$ cat config.mk
export PLATFORM = sky130hd
export DESIGN_NAME = inst_encoder_loader
export DESIGN_NICKNAME = d
export VERILOG_FILES = /design/src/rtl/rv32_pkg.sv /design/src/rtl/rv32_field_pack.sv /design/src/rtl/inst_encoder_loader.sv
export SDC_FILE = /design/constraint.sdc
export NUM_CORES = 1
export LEC_CHECK = 0
export BUFFER_PORTS_ARGS = -buffer_cell sky130_fd_sc_hd__buf_2
export CAP_MARGIN = 20
export CORE_MARGIN = 2
export CORE_UTILIZATION = 32
export DETAILED_ROUTE_END_ITERATION = 12
export PLACE_DENSITY_LB_ADDON = 0.2
export SLEW_MARGIN = 0
export SYNTH_ARGS = -nofsm -noshare
export SYNTH_HDL_FRONTEND = slang
export SYNTH_SLANG_ARGS = --single-unit
$ cat constraint.sdc
create_clock -name clk -period 4.33 [get_ports clk]
set_input_delay 0.2165 -clock clk [delete_from_list [all_inputs] [get_ports clk]]
set_output_delay 0.2165 -clock clk [all_outputs]
set_load 0.005 [all_outputs]
$ cat src/rtl/rv32_pkg.sv
// rtl/rv32_pkg.sv - shared RV32I opcode, funct7 and instruction-class definitions
package rv32_pkg;

  localparam logic [6:0] OP_R     = 7'h33;
  localparam logic [6:0] OP_I     = 7'h13;
  localparam logic [6:0] OP_L     = 7'h03;
  localparam logic [6:0] OP_S     = 7'h23;
  localparam logic [6:0] OP_B     = 7'h63;
  localparam logic [6:0] OP_J     = 7'h6F;
  localparam logic [6:0] OP_JALR  = 7'h67;
  localparam logic [6:0] OP_LUI   = 7'h37;
  localparam logic [6:0] OP_AUIPC = 7'h17;
  localparam logic [6:0] OP_SYS   = 7'h73;

  localparam logic [6:0] F7_BASE  = 7'h00;
  localparam logic [6:0] F7_ALT   = 7'h20;

  typedef enum logic [3:0] {
    CLS_R     = 4'd0,
    CLS_I     = 4'd1,
    CLS_L     = 4'd2,
    CLS_S     = 4'd3,
    CLS_B     = 4'd4,
    CLS_J     = 4'd5,
    CLS_JALR  = 4'd6,
    CLS_LUI   = 4'd7,
    CLS_AUIPC = 4'd8,
    CLS_SYS   = 4'd9
  } cls_e;

  typedef enum logic [1:0] {
    ST_IDLE = 2'd0,
    ST_LOAD = 2'd1,
    ST_DONE = 2'd2,
    ST_FULL = 2'd3
  } ld_state_e;

endpackage

$ cat src/rtl/rv32_field_pack.sv
// rtl/rv32_field_pack.sv - combinational packing of decoded RV32I fields into an instruction word
module rv32_field_pack
  import rv32_pkg::*;
(
  input  logic [3:0]  cls,
  input  logic [2:0]  funct3,
  input  logic        alt,
  input  logic [4:0]  rd,
  input  logic [4:0]  rs1,
  input  logic [4:0]  rs2,
  input  logic [31:0] imm,
  output logic [31:0] word,
  output logic        illegal
);

  logic [6:0] f7;
  logic       imm12_ok;
  logic       imm13_ok;
  logic       imm21_ok;
  logic       shift_f3;
  logic       alt_ok;

  assign f7       = alt ? F7_ALT : F7_BASE;
  // Range checks: the value must be the sign extension of its low N bits.
  assign imm12_ok = (imm[31:11] == '0) || (imm[31:11] == '1);
  assign imm13_ok = ((imm[31:12] == '0) || (imm[31:12] == '1)) && !imm[0];
  assign imm21_ok = ((imm[31:20] == '0) || (imm[31:20] == '1)) && !imm[0];
  assign shift_f3 = (funct3 == 3'd1) || (funct3 == 3'd5);
  // alt only selects funct7=0x20 for sub/sra and srai.
  assign alt_ok   = !alt
                  || ((cls == CLS_R) && ((funct3 == 3'd0) || (funct3 == 3'd5)))
                  || ((cls == CLS_I) && (funct3 == 3'd5));

  // Format selection and per-class legality.
  always_comb begin
    word    = '0;
    illegal = 1'b0;
    case (cls)
      CLS_R: begin
        word = {f7, rs2, rs1, funct3, rd, OP_R};
      end
      CLS_I: begin
        if (shift_f3) begin
          word    = {f7, imm[4:0], rs1, funct3, rd, OP_I};
          illegal = (imm[31:5] != '0);
        end else begin
          word    = {imm[11:0], rs1, funct3, rd, OP_I};
          illegal = !imm12_ok;
        end
      end
      CLS_L: begin
        word    = {imm[11:0], rs1, funct3, rd, OP_L};
        illegal = !imm12_ok || (funct3 == 3'd3) || (funct3[2:1] == 2'b11);
      end
      CLS_S: begin
        word    = {imm[11:5], rs2, rs1, funct3, imm[4:0], OP_S};
        illegal = !imm12_ok || (funct3 > 3'd2);
      end
      CLS_B: begin
        word    = {imm[12], imm[10:5], rs2, rs1, funct3, imm[4:1], imm[11], OP_B};
        illegal = !imm13_ok || (funct3[2:1] == 2'b01);
      end
      CLS_J: begin
        word    = {imm[20], imm[10:1], imm[11], imm[19:12], rd, OP_J};
        illegal = !imm21_ok;
      end
      CLS_JALR: begin
        word    = {imm[11:0], rs1, 3'b000, rd, OP_JALR};
        illegal = !imm12_ok;
      end
      CLS_LUI: begin
        word    = {imm[31:12], rd, OP_LUI};
        illegal = (imm[11:0] != '0);
      end
      CLS_AUIPC: begin
        word    = {imm[31:12], rd, OP_AUIPC};
        illegal = (imm[11:0] != '0);
      end
      CLS_SYS: begin
        // imm 0 -> ecall, imm 1 -> ebreak (bit 20)
        word    = {11'd0, imm[0], 13'd0, OP_SYS};
        illegal = (imm[31:1] != '0) || (funct3 != 3'd0);
      end
      default: begin
        illegal = 1'b1;
      end
    endcase
    if (!alt_ok) illegal = 1'b1;
  end

endmodule

$ cat src/rtl/inst_encoder_loader.sv
// rtl/inst_encoder_loader.sv - streams encoded RV32I words into instruction memory at consecutive addresses
module inst_encoder_loader
  import rv32_pkg::*;
#(
  parameter int ADDR_W = 10
) (
  input  logic              clk,
  input  logic              rst_n,
  input  logic              start,
  input  logic              in_valid,
  output logic              in_ready,
  input  logic              in_last,
  input  logic [3:0]        in_class,
  input  logic [2:0]        in_funct3,
  input  logic              in_alt,
  input  logic [4:0]        in_rd,
  input  logic [4:0]        in_rs1,
  input  logic [4:0]        in_rs2,
  input  logic [31:0]       in_imm,
  output logic              imem_we,
  input  logic              imem_ready,
  output logic [ADDR_W-1:0] imem_addr,
  output logic [31:0]       imem_wdata,
  output logic              busy,
  output logic              full,
  output logic              err,
  output logic [ADDR_W:0]   word_cnt
);

  localparam logic [ADDR_W-1:0] ADDR_TOP = '1;
  localparam logic [ADDR_W-1:0] ADDR_ONE = {{(ADDR_W-1){1'b0}}, 1'b1};
  localparam logic [ADDR_W:0]   CNT_ONE  = {{ADDR_W{1'b0}}, 1'b1};

  ld_state_e         state, state_d;
  logic              we_d;
  logic [ADDR_W-1:0] addr_d;
  logic [31:0]       wdata_d;
  logic [ADDR_W:0]   cnt_d;
  logic              err_d;
  logic              pend_last, pend_last_d;

  logic [31:0]       pk_word;
  logic              pk_illegal;
  logic              retire;
  logic              xfer;
  logic              at_top;

  rv32_field_pack u_pack (
    .cls     (in_class),
    .funct3  (in_funct3),
    .alt     (in_alt),
    .rd      (in_rd),
    .rs1     (in_rs1),
    .rs2     (in_rs2),
    .imm     (in_imm),
    .word    (pk_word),
    .illegal (pk_illegal)
  );

  assign retire = imem_we && imem_ready;
  assign at_top = (imem_addr == ADDR_TOP);
  // Intake pauses while the pending write is the program's last word or
  // occupies the final slot: either retirement leaves LOAD, so a bundle taken
  // alongside it would be lost or would wrap onto address 0. A start in the
  // same cycle would discard the bundle, so it is not offered then either.
  assign in_ready = (state == ST_LOAD) && !start
                  && (!imem_we || (imem_ready && !pend_last && !at_top));
  assign xfer     = in_valid && in_ready;
  assign busy     = (state == ST_LOAD) || imem_we;
  assign full     = (state == ST_FULL);

  // Next-state and next-datapath decisions; start overrides everything.
  always_comb begin
    state_d     = state;
    we_d        = imem_we;
    addr_d      = imem_addr;
    wdata_d     = imem_wdata;
    cnt_d       = word_cnt;
    err_d       = err;
    pend_last_d = pend_last;
    if (start) begin
      state_d     = ST_LOAD;
      we_d        = 1'b0;
      addr_d      = '0;
      cnt_d       = '0;
      err_d       = 1'b0;
      pend_last_d = 1'b0;
    end else if (state == ST_LOAD) begin
      if (retire) begin
        we_d        = 1'b0;
        addr_d      = imem_addr + ADDR_ONE;
        cnt_d       = word_cnt + CNT_ONE;
        pend_last_d = 1'b0;
        if (pend_last) begin
          state_d = ST_DONE;
        end else if (at_top) begin
          state_d = ST_FULL;
        end
      end
      if (xfer) begin
        if (pk_illegal) begin
          // Consumed but never written; a last flag still ends the program.
          // Any pending write retires this same cycle because in_ready required it.
          err_d = 1'b1;
          if (in_last) state_d = ST_DONE;
        end else begin
          we_d        = 1'b1;
          wdata_d     = pk_word;
          pend_last_d = in_last;
        end
      end
    end
  end

  // State register.
  always_ff @(posedge clk or negedge rst_n) begin
    if (!rst_n) begin
      state <= ST_IDLE;
    end else begin
      state <= state_d;
    end
  end

  // Write port, counters and sticky error register.
  always_ff @(posedge clk or negedge rst_n) begin
    if (!rst_n) begin
      imem_we    <= 1'b0;
      imem_addr  <= '0;
      imem_wdata <= '0;
      word_cnt   <= '0;
      err        <= 1'b0;
      pend_last  <= 1'b0;
    end else begin
      imem_we    <= we_d;
      imem_addr  <= addr_d;
      imem_wdata <= wdata_d;
      word_cnt   <= cnt_d;
      err        <= err_d;
      pend_last  <= pend_last_d;
    end
  end

endmodule

======== Yosys cells after proc, flatten, opt, wreduce, memory -nomap -nowiden ========
Index checks and enable logic that the tools add are counted.
storage, ports and cells
  input bits .............................. 61
  memory bits (read-only) ................. 0
  latch bits .............................. 0
  memories kept ........................... 0
  word-level logic and storage cells ...... 116
  bits in writable memories ............... 0
  output and inout bits ................... 58
  register bits after elaboration ......... 58
operators by class
  equal/unequal tests ..................... 20
  reductions and logical operators ........ 50
  bitwise gates (word level) .............. 2
  divide/modulo/power cells ............... 0
  magnitude comparators ................... 1
  mux-type cells .......................... 34
  multiply operators ...................... 0
  shift operators ......................... 0
  add/sub/neg operators ................... 2
operator list
  cell                     count
  $pmux W32 S10            1
  $mux W11                 3
  $mux W32                 1
  $reduce_bool A31 Y1      1
  $mux W10                 3
  $reduce_bool A27 Y1      1
  $eq A21 B21 Y1 const B   1
  $logic_not A21 Y1        1
  $eq A20 B20 Y1 const B   1
  $logic_not A20 Y1        1
  $eq A4 B3 Y1 const B     4
  $mux W1                  16
  $mux W2                  8
  $logic_or A1 B1 Y1       14
  $eq A12 B12 Y1 const B   1
  $logic_not A12 Y1        1
  $reduce_bool A12 Y1      1
  $add A11 B1 Y11 const B  1
  $add A10 B1 Y10 const B  1
  $eq A10 B10 Y1 const B   1
  $logic_and A1 B1 Y1      10
  $logic_not A1 Y1         9
  $pmux W1 S9              1
  $eq A4 B2 Y1 const B     2
  18 further kinds         25

======== Depth between registers and ports, before layout ========
  depth in word-level cells ............... 11
  mapped depth ............................ 10
  gate-level depth less buffers ........... 8

======== By module ========
A second synthesis with hierarchy kept.
second synthesis, totals
  cells, all modules ...................... 387
  area total of the unflattened synthesis .. 3798.6 µm²
by module, submodules not included
  module               cells each  area an instance (µm²)  sequential area each (µm²)  times used
  inst_encoder_loader  206         2677.6                  1451.4                      1
  rv32_field_pack      181         1121.1                  0.0                         1

======== Worst setup path before layout ========
No wires, ideal clock.
  path type ............................... input -> register
  start point ............................. in in_class[0]
  end point ............................... reg imem_wdata[21]
  path buffers ............................ 2
  arrival time ............................ 2.194 ns
  data required time ...................... 4.202 ns
  setup time .............................. 0.128 ns
  stages on the path ...................... 8
  setup slack ............................. 2.008 ns
  cells stage by stage .................... buf_2 or3_1 a211o_1 a211o_1 a211oi_2 nand4_2 buf_2 mux2_1
on the way
  longest elaborated chain between the ends .. 7
  elaborated cells on any way between the ends .. 20
  those cells by class .................... eq/ne: 9; mux: 3; bitwise: 1; reduce/logical: 7
RTL lines
  element                                              line                        text
  from (decl)                                          inst_encoder_loader.sv:13   input logic [3:0] in_class,
  branches (longest 7 deep; another with $pmux W1 S9)  -
  to (signal assigned)                                 inst_encoder_loader.sv:136  imem_wdata <= wdata_d;
  to (decl)                                            inst_encoder_loader.sv:23   output logic [31:0] imem_wdata,
Several ways; the timed one is not identified.
A chain may end at the register's enable or synchronous reset.

======== Final worst setup path ========
  start point ............................. reg imem_addr[0]
  end point ............................... reg imem_wdata[6]
on the way
  longest elaborated chain between the ends .. 7
RTL lines
  element                             line                        text
  from (decl)                         inst_encoder_loader.sv:22   output logic [ADDR_W-1:0] imem_addr,
  from (signal assigned)              inst_encoder_loader.sv:135  imem_addr <= addr_d;
  $eq A10 B10 Y1                      inst_encoder_loader.sv:61   assign at_top = (imem_addr == ADDR_TOP);
  $logic_not A1 Y1                    inst_encoder_loader.sv:67   && (!imem_we || (imem_ready && !pend_last && !at_top));
  $logic_and A1 B1 Y1                 inst_encoder_loader.sv:67
  $logic_or A1 B1 Y1                  inst_encoder_loader.sv:67
  $logic_and A1 B1 Y1                 inst_encoder_loader.sv:67
  $logic_and A1 B1 Y1                 inst_encoder_loader.sv:68   assign xfer = in_valid && in_ready;
  $reduce_and A4 Y1 (no source line)  -
Every way passes these cells.

==> out/results.ini <==
[synthesis]
syn-cell-area_um2 = 3450
synth_compound_area_share_pct = 23.2
synth-edff-count = 0
yosysWarnings = 0
syn_nets = 451
ys_async_sr_fraction_pct = 100
synth_top_area_share_pct = 41.3
synth-main-ff-cell = dfrtp_1
synthTopCellsByArea = dfrtp_1, nor2_1, a22oi_1
syn_inst = 388
synth_common_cells = dfrtp_1, nor2_1, a22oi_1, nand2_1, a21oi_1
syn_avg_cell_area_um2 = 8.89
synth-xor-area-share_pct = 4.31
yosysTopAreaCell = dfrtp_1
ys_types = 55
seq_area_frac_synth_pct = 41.3
yosys.area_share.simple_pct = 21.7
synth-seq-cells = 57
synth_top_family_by_area = compound AO/OA/AOI/OAI gates
synth_mux_area_share_pct = 4.24
synthAdderAreaFrac_pct = 0.725

[hold_path]
hold_class = primary input to register

[placement]
dp_hpwl_um = 7970
gp_congestion = 0.905
dp_worst_setup_slack_ns = 1.36
placed_area_um2 = 4140
numPortBuffers = 118

[clock_network]
cts_buffer_depth = 2
cts_htree_levels = 3
post_cts_buffers = 0
cts_buffers = 9
clock_sinks = 57
insertion_delay_ns = 0.34
cts_tree = done
root_buffer = clkbuf_8
clkTransAtPathRegs_ns = 0.07
postCtsHoldBufs = 1
post_cts_resized = 0

[grt]
overflow = 0
globalRouteMet2Util_pct = 30.3
grt_pass1_vias = 3338
antenna_found_initial = 0
grt_pass1_wl_um = 17100
top_usage_layer = met2
met1_usage_pct = 24.1
grt_max_degree = 33
met3_usage_pct = 5.93
track_usage_pct = 19.0

[power_and_ir_drop]
p_per_area_nw_per_um2 = 337
p_leak_nw = 2.18
irDropWorstVdd_mv = 0.160

[detailed_routing]
drt_iter0_drc = 126
avgViaCountPerCell = 5.27
wl_per_cell_um = 16.6
firstDrtPassIters = 5
via_count = 3386
drt_wl_total_um = 10700
drc = 0
ant_nets = 0

[floorplan]
die-area_um2 = 11600
rows = 37
die_h_um = 108
start_util_pct = 33.1
core_um2 = 10400
die-width_um = 108
ioPinCount = 119

[sta]
fin_crit_ns = 2.75
worst_pin_slew_ns = 0.770
final_hold_viol_count = 0
slew_headroom_pct = 48.5
rsz0062_at_grt = false
min_period_over_period_pct = 63.6
max_clock_freq_mhz = 363
slew_violations = 0
tns_ns = 0
setup_viol = 0
worst_clock_skew_ns = 0.00989
fin_ws_ns = 1.58

[worst_setup_path]
cpPeakStageDelay_ns = 0.42
crit_type = register to register
crit_path_top_delay_cell = dfrtp_1
crit_required_ns = 4.55
worstPathArrival_ns = 2.97
start_kind = register
worstPathMaxFanout = 21
crit_path_cell_trace = ha_1, and3_1, a311oi_1, o211ai_1, a211oi_2, nand4_2, buf_4, mux2_1
end_kind = register

[run_status]
status = complete, no violations

[layout]
layout-drive-gt1-share_pct = 28.5
final_nets = 564
design_area_um2 = 4330
fillers = 1098
syn_to_final_growth_pct = 25.6
diodes = 0

[flow_run]
drv_cap = 0

## stage by stage
stage          hold WS, ns  cells  power, mW  util (%)
6_report             0.200    642       1.46      41.6
5_1_grt              0.195    642       1.56      41.6
4_1_cts              0.170    642       1.49      41.6
3_5_place_dp         0.294    625       1.01      39.8
3_3_place_gp         0.292    625       1.01      39.8
2_1_floorplan      -0.0791    388      0.832         -
## where the power goes
part | switching (mW) | internal, mW | total [mW]
clock | 0.225 | 0.238 | 0.463
combinational | 0.171 | 0.165 | 0.336
sequential | 0.0477 | 0.616 | 0.664
total | 0.444 | 1.02 | 1.46
## worst max-delay path: cells and delay by family (launching register included)
| family | cells | cell delay, ns |
|---|---|---|
| flops | 1 | 0.42 |
| mux | 1 | 0.34 |
| compound gates | 3 | 0.73 |
| simple gates | 2 | 0.54 |
| fa+ha+maj | 1 | 0.24 |
| buf+inv | 1 | 0.37 |
## worst paths after layout
kind / from / endpoint / slack [ns] / cells after the start
min reg2reg: imem_wdata[9] / imem_wdata[9] / 0.48 / 1
min in group asynchronous: rst_n / imem_wdata[12] / 0.43 / 2
min: in_rd[0] / imem_wdata[7] / 0.20 / 3
max in group asynchronous: rst_n / imem_wdata[28] / 3.04 / 3
max: imem_addr[0] / imem_wdata[6] / 1.58 / 8
max reg2reg: imem_addr[0] / imem_wdata[6] / 1.58 / 8
## layer usage
metal | up-vias | share of wire, %
li1 | 1655 | -
met1 | 1616 | 43
met2 | 100 | 50
met3 | 15 | 6.0
met4 | 0 | 1.8
met5 | - | 0
## placed cells by master (no fill, tap or decap), drive strengths merged, types with 4 or more instances in the layout
cell type and n:
buf 122, nor2 57, dfrtp 57, nand2 23, a22oi 23, a21oi 19
a21o 18, o21ai 15, inv 14, nand3 13, xor2 13, clkbuf 12
nor2b 10, nand4 10, mux2 10, nor4 6, o221ai 5, or3 5
a211oi 5, and2 4, and3 4, nand2b 4, nor3 4, or4 4
o22ai 4, xnor2 4
## cell families (layout without fill, tap and decap cells)
| kind of cell | count (synthesis) | count (layout) |
|---|---|---|
| DFF | 57 | 57 |
| buffers and inverters | 35 | 153 |
| xor gates and xnor gates | 17 | 17 |
| muxes | 13 | 13 |
| adders and majority gates | 2 | 2 |
| AOI/OAI and AO/OA | 113 | 113 |
| and+or+nand+nor | 151 | 151 |
## layout make-up
class / instances / area (um2) / area share (%)
Timing Repair Buffer: 123 / 631 / 14.5
Sequential cell: 57 / 1430 / 32.9
Clock inverter: 4 / 27.5 / 0.635
Multi-Input combinational cell: 296 / 1870 / 43.2
Inverter: 14 / 52.6 / 1.21
Tap cell: 136 / 170 / 3.93
Clock buffer: 12 / 155 / 3.58
## flip-flops by register name, summed over array words and instances, names as in the netlist
register and flops:
pend_last 1, imem_we 1, imem_addr 10, imem_wdata 31
word_cnt 11, err 1, state 2
Power figures use the tool's default switching activity.
